## src/rtl/pc_unit.sv

```systemverilog
// pc_unit: program counter with branch/jump/trap/mret redirects, stall, halt/resume and misaligned-target trapping.
module pc_unit #(
  parameter int XLEN = 32,
  parameter logic [XLEN-1:0] RESET_VECTOR = XLEN'('h0000_1000),
  parameter logic [XLEN-1:0] TRAP_VECTOR = XLEN'('h0000_0100)
) (
  input  logic            clk,
  input  logic            reset,
  input  logic            stall,
  input  logic            branch_taken,
  input  logic [XLEN-1:0] branch_target,
  input  logic            jump,
  input  logic [XLEN-1:0] jump_target,
  input  logic            trap,
  input  logic            mret,
  input  logic            halt,
  input  logic            resume,
  output logic [XLEN-1:0] pc_out,
  output logic [XLEN-1:0] pc_plus4,
  output logic            pc_valid,
  output logic [XLEN-1:0] epc_out,
  output logic            misaligned,
  output logic            halted
);
  typedef enum logic [1:0] {S_RESET, S_RUN, S_HALT} state_t;
  state_t state_q, state_d;
  logic [XLEN-1:0] pc_q, pc_d, epc_q, epc_d, target;
  logic mis_q, mis_d, redirect, bad;
  assign pc_out = pc_q;
  assign pc_plus4 = pc_q + XLEN'(4);
  assign epc_out = epc_q;
  assign misaligned = mis_q;
  assign pc_valid = state_q == S_RUN;
  assign halted = state_q == S_HALT;
  always_comb begin
    state_d = state_q;
    pc_d = pc_q;
    epc_d = epc_q;
    mis_d = 1'b0;
    target = mret ? epc_q : jump ? jump_target : branch_target;
    redirect = mret | jump | branch_taken;
    bad = redirect && target[1:0] != 2'b00;
    if (state_q == S_RESET) begin
      state_d = S_RUN;
    end else if (state_q == S_HALT) begin
      if (trap) begin
        state_d = S_RUN;
        pc_d = TRAP_VECTOR;
        epc_d = pc_q;
      end else if (resume) begin
        state_d = S_RUN;
      end
    end else if (trap || bad) begin
      pc_d = TRAP_VECTOR;
      epc_d = pc_q;
      mis_d = !trap;
    end else if (redirect) begin
      pc_d = target;
    end else if (halt) begin
      state_d = S_HALT;
    end else if (!stall) begin
      pc_d = pc_plus4;
    end
  end
  always_ff @(posedge clk) begin
    if (reset) begin
      state_q <= S_RESET;
      pc_q <= RESET_VECTOR;
      epc_q <= '0;
      mis_q <= 1'b0;
    end else begin
      state_q <= state_d;
      pc_q <= pc_d;
      epc_q <= epc_d;
      mis_q <= mis_d;
    end
  end
endmodule

```

## config.mk

```make
export PLATFORM = sky130hd
export DESIGN_NAME = pc_unit
export DESIGN_NICKNAME = d
export VERILOG_FILES = /design/src/rtl/pc_unit.sv
export SDC_FILE = /design/constraint.sdc
export NUM_CORES = 1
export LEC_CHECK = 0
export CORE_ASPECT_RATIO = 0.7
export CORE_UTILIZATION = 30
export DETAILED_ROUTE_END_ITERATION = 10
export PLACE_DENSITY_LB_ADDON = 0.05
export SLEW_MARGIN = 5
export SYNTH_ARGS = -nofsm -noshare
export SYNTH_HDL_FRONTEND = slang
export SYNTH_SLANG_ARGS = --single-unit
```

## constraint.sdc

```tcl
create_clock -name clk -period 3.05 [get_ports clk]
set_input_delay 0.305 -clock clk [delete_from_list [all_inputs] [get_ports clk]]
set_output_delay 0.305 -clock clk [all_outputs]
set_load 0.02 [all_outputs]
```

==> impl_metrics.csv <==
group,metric,value,unit
critical_path,cp-end-kind,"output port",
cells_and_area,layout_common_cells,"162 x clkdlybuf4s50_1, 120 x nand2_1, 60 x dfxtp_1, 46 x a21oi_1, 35 x buf_4",
yosys,synth_cells,567,
yosys,synth-adder-area-share,0.003017,
yosys,synth_top_family_by_area,"compound AO/OA/AOI/OAI gates",
yosys,synthArstFlopShare,0,
floorplan,row_count,35,
yosys,yosysWarnings,0,
critical_path,ff2ff_path_depth,5,
clock_network,numCtsBuffers,9,
min_path,hp-start,"reset",
sta,fin_skew,5.907,ps
yosys,synth_area,0.004148,sq mm
detailed_routing,drc,0,
floorplan,fp.dieW,142.5,um
critical_path,cp.required,2740,ps
critical_path,r2r_slack,850,ps
yosys,synth_top_area_cell,"dfxtp_1",
floorplan,initial_core_util,0.3116,
yosys,avgSynthCellArea,7.315,sq um
critical_path,worstSetupStartpointType,"flop",
sta,finalHoldViolations,0,
yosys,synth_top_area_frac,0.3234,
placement,port_buffers,171,
floorplan,io_pins,172,
placement,place_ws,197.8,ps
sta,fmax,0.3401,GHz
detailed_routing,first_pass_iters,5,
yosys,synth-xor-area-share,0.04646,
detailed_routing,drt-initial-drc-count,353,
detailed_routing,wl_per_cell,18.65,um
sta,worstMarginPinSlew,1100,ps
yosys,synth_ff_type,"dfxtp_1",
clock_network,cts_tree,"done",
cells_and_area,drive_gt1_frac,0.1176,
sta,tns,0,ps
yosys,synthSimpleGateAreaFrac,0.2688,
min_path,hold-path-cell-count,2,
yosys,synth_edf_count,0,
pwr,pwr_density_cell,354.3,mW/mm^2
cells_and_area,mostFrequentLayoutCell,"clkdlybuf4s50_1",
yosys,ys_seq_area_frac,0.3234,
placement,dp_hpwl,12570,um
global_route,grt_max_degree,63,
cells_and_area,n_antenna_cell,0,
floorplan,core,0.01331,sq mm
cells_and_area,finish.utilization,0.4871,
pwr,ir_worst_vdd,265.9,uV
clock_network,h-tree-depth,3,
detailed_routing,vias_per_cell,5.329,
yosys,synthesis.nets,641,
sta,period_minus_slack,2940,ps
yosys,muxShareOfSynthArea,0,
yosys,ys_types,58,
min_path,hp-class,"primary input to flop",
placement,placed_cells,906,
run,cap_violations,0,
sta,slew_violations,0,
yosys,ys_ff_latch,67,
global_route,grt_use_total,0.2454,
global_route,grt_overflow,0,
yosys,synth_top_cells_by_area,"dfxtp_1 32%, nand2_1 11%, a21oi_1 5.6%",
sta,finalCritPeriodShare,0.9640,
global_route,grt_pass1_wl,26290,um
min_path,holdPathEnd,"pc_out[3]$_SDFFE_PP0P_",
critical_path,critPathArrivalTime,2640,ps
cells_and_area,area_growth,56.35,%
floorplan,die-area,0.01431,sq mm
clock_network,max-clock-path-buffers,2,
sta,setup_violations,0,
clock_network,clkSinkCount,67,
cells_and_area,fin_cells,925,
clock_network,clk_pin_slew,50,ps
critical_path,rr_endpoint,"pc_out[14]$_SDFFE_PP0P_",
global_route,antenna_found_initial,0,
placement,place_congestion,0.8423,
pwr,power_leakage,2.228,nW
yosys,synth_compound_area_frac,0.2911,
detailed_routing,totalWireLength,17250,um
run_status,status,"finished clean",
clock_network,clk_latency,330,ps
detailed_routing,final_antenna_net_count,0,
global_route,first_global_vias,4628,
clock_network,root_buffer,"clkbuf_16",
sta,fin_ws,109.8,ps
critical_path,worstReg2RegStart,"state_q[0]$_SDFFE_PP0P_",
sta,slew_headroom,0.2643,
critical_path,critPathKind,"flop to output port",
floorplan,die_h,100.4,um
critical_path,cp_max_fo,6,
sta,rsz0062_at_grt,"false",
cells_and_area,nets,809,
detailed_routing,num_vias,4929,
[cells in the mapped netlist, types with 4 or more instances]
| cell type | number |
|---|---|
| o21a_1 | 8 |
| o31ai_1 | 8 |
| a221o_1 | 4 |
| nand2_1 | 120 |
| or2_2 | 7 |
| a22oi_1 | 22 |
| o21ai_1 | 4 |
| a221oi_1 | 7 |
| o22ai_1 | 10 |
| inv_1 | 14 |
| buf_1 | 5 |
| nor3_1 | 9 |
| nor4_1 | 6 |
| a21oi_1 | 46 |
| or3_1 | 7 |
| dfxtp_1 | 67 |
| nand3_1 | 11 |
| o31a_1 | 6 |
| nor2b_1 | 8 |
| a31oi_1 | 7 |
| buf_2 | 14 |
| nand4_1 | 6 |
| xor2_1 | 7 |
| clkbuf_1 | 27 |
| nor2_1 | 29 |
| o21ai_0 | 32 |
| xnor2_1 | 15 |
[sequential cells by signal, indices dropped and copies added, names as in the netlist]
register	flops
epc_out	32
state_q	2
misaligned	1
pc_out	32
[metal layers]
layer	up-vias	track usage	wire length, um
li1	2375	-	-
met1	2336	0.3550	8660
met2	201	0.3643	7072
met3	17	0.05630	1326
met4	0	0.06038	189
met5	-	0	0
[worst max path at each step]
stage                     cells past startpoint  slack, ps                    start                 endpoint
after floorplan                               6        560   pc_out[2]$_SDFFE_PP0P_             pc_plus4[28]
after global placement                        5        300  pc_out[12]$_SDFFE_PP1P_             pc_plus4[26]
after detailed placement                      6        200                     jump  pc_out[14]$_SDFFE_PP0P_
after CTS                                     7          4   pc_out[3]$_SDFFE_PP0P_             pc_plus4[26]
after global routing                          7         20   pc_out[3]$_SDFFE_PP0P_             pc_plus4[26]
final                                         7        110   pc_out[3]$_SDFFE_PP0P_             pc_plus4[26]
[power by group]
group	internal, W	switching [W]	total (W)
clock network	0.000593	0.000380	0.000973
registers	0.000891	0.0000170	0.000908
logic	0.000194	0.000223	0.000417
[critical path: stages (launching register included)]
cell           delay [ps]
dfxtp_2               400
ha_2                  220
nand3_2               110
or4_4                 510
buf_4                 170
o31a_1                280
or2_2                 290
dlygate4sd2_1         320
[metrics by stage]
step	area [sq um]	hold slack [ps]	total power, W
2_1_floorplan	4148	418.5	0.001115
3_3_place_gp	6126	457.1	0.001339
3_5_place_dp	6126	468.7	0.001339
4_1_cts	6439	403.0	0.002320
5_1_grt	6485	430.8	0.002392
6_report	6485	418.3	0.002298
[cells by family (layout without fill, tap and decap cells)]
group	after synthesis	count (layout)
and+or+nand+nor	231	232
AOI/OAI and AO/OA	181	181
DFF	67	67
buffers and inverters	65	237
xor gates and xnor gates	22	22
adders and majority gates	1	1
[what timing repair did]
action	CTS	global route
pin swaps	2	2
resized for setup	11	13
hold buffers	0	0
setup endpoints to repair	9	8
buffers inserted	2	0
cloned	1	0
[layout make-up]
cell class	count	area, sq um
inverter	14	52.55
clock buffer	14	264.0
tap	185	231.5
timing repair buffer	207	1983
sequential	67	1350
multi-input combinational	436	2594
fill	1322	6828
clock inverter	2	10.01
(Power assumes the default switching activity.)
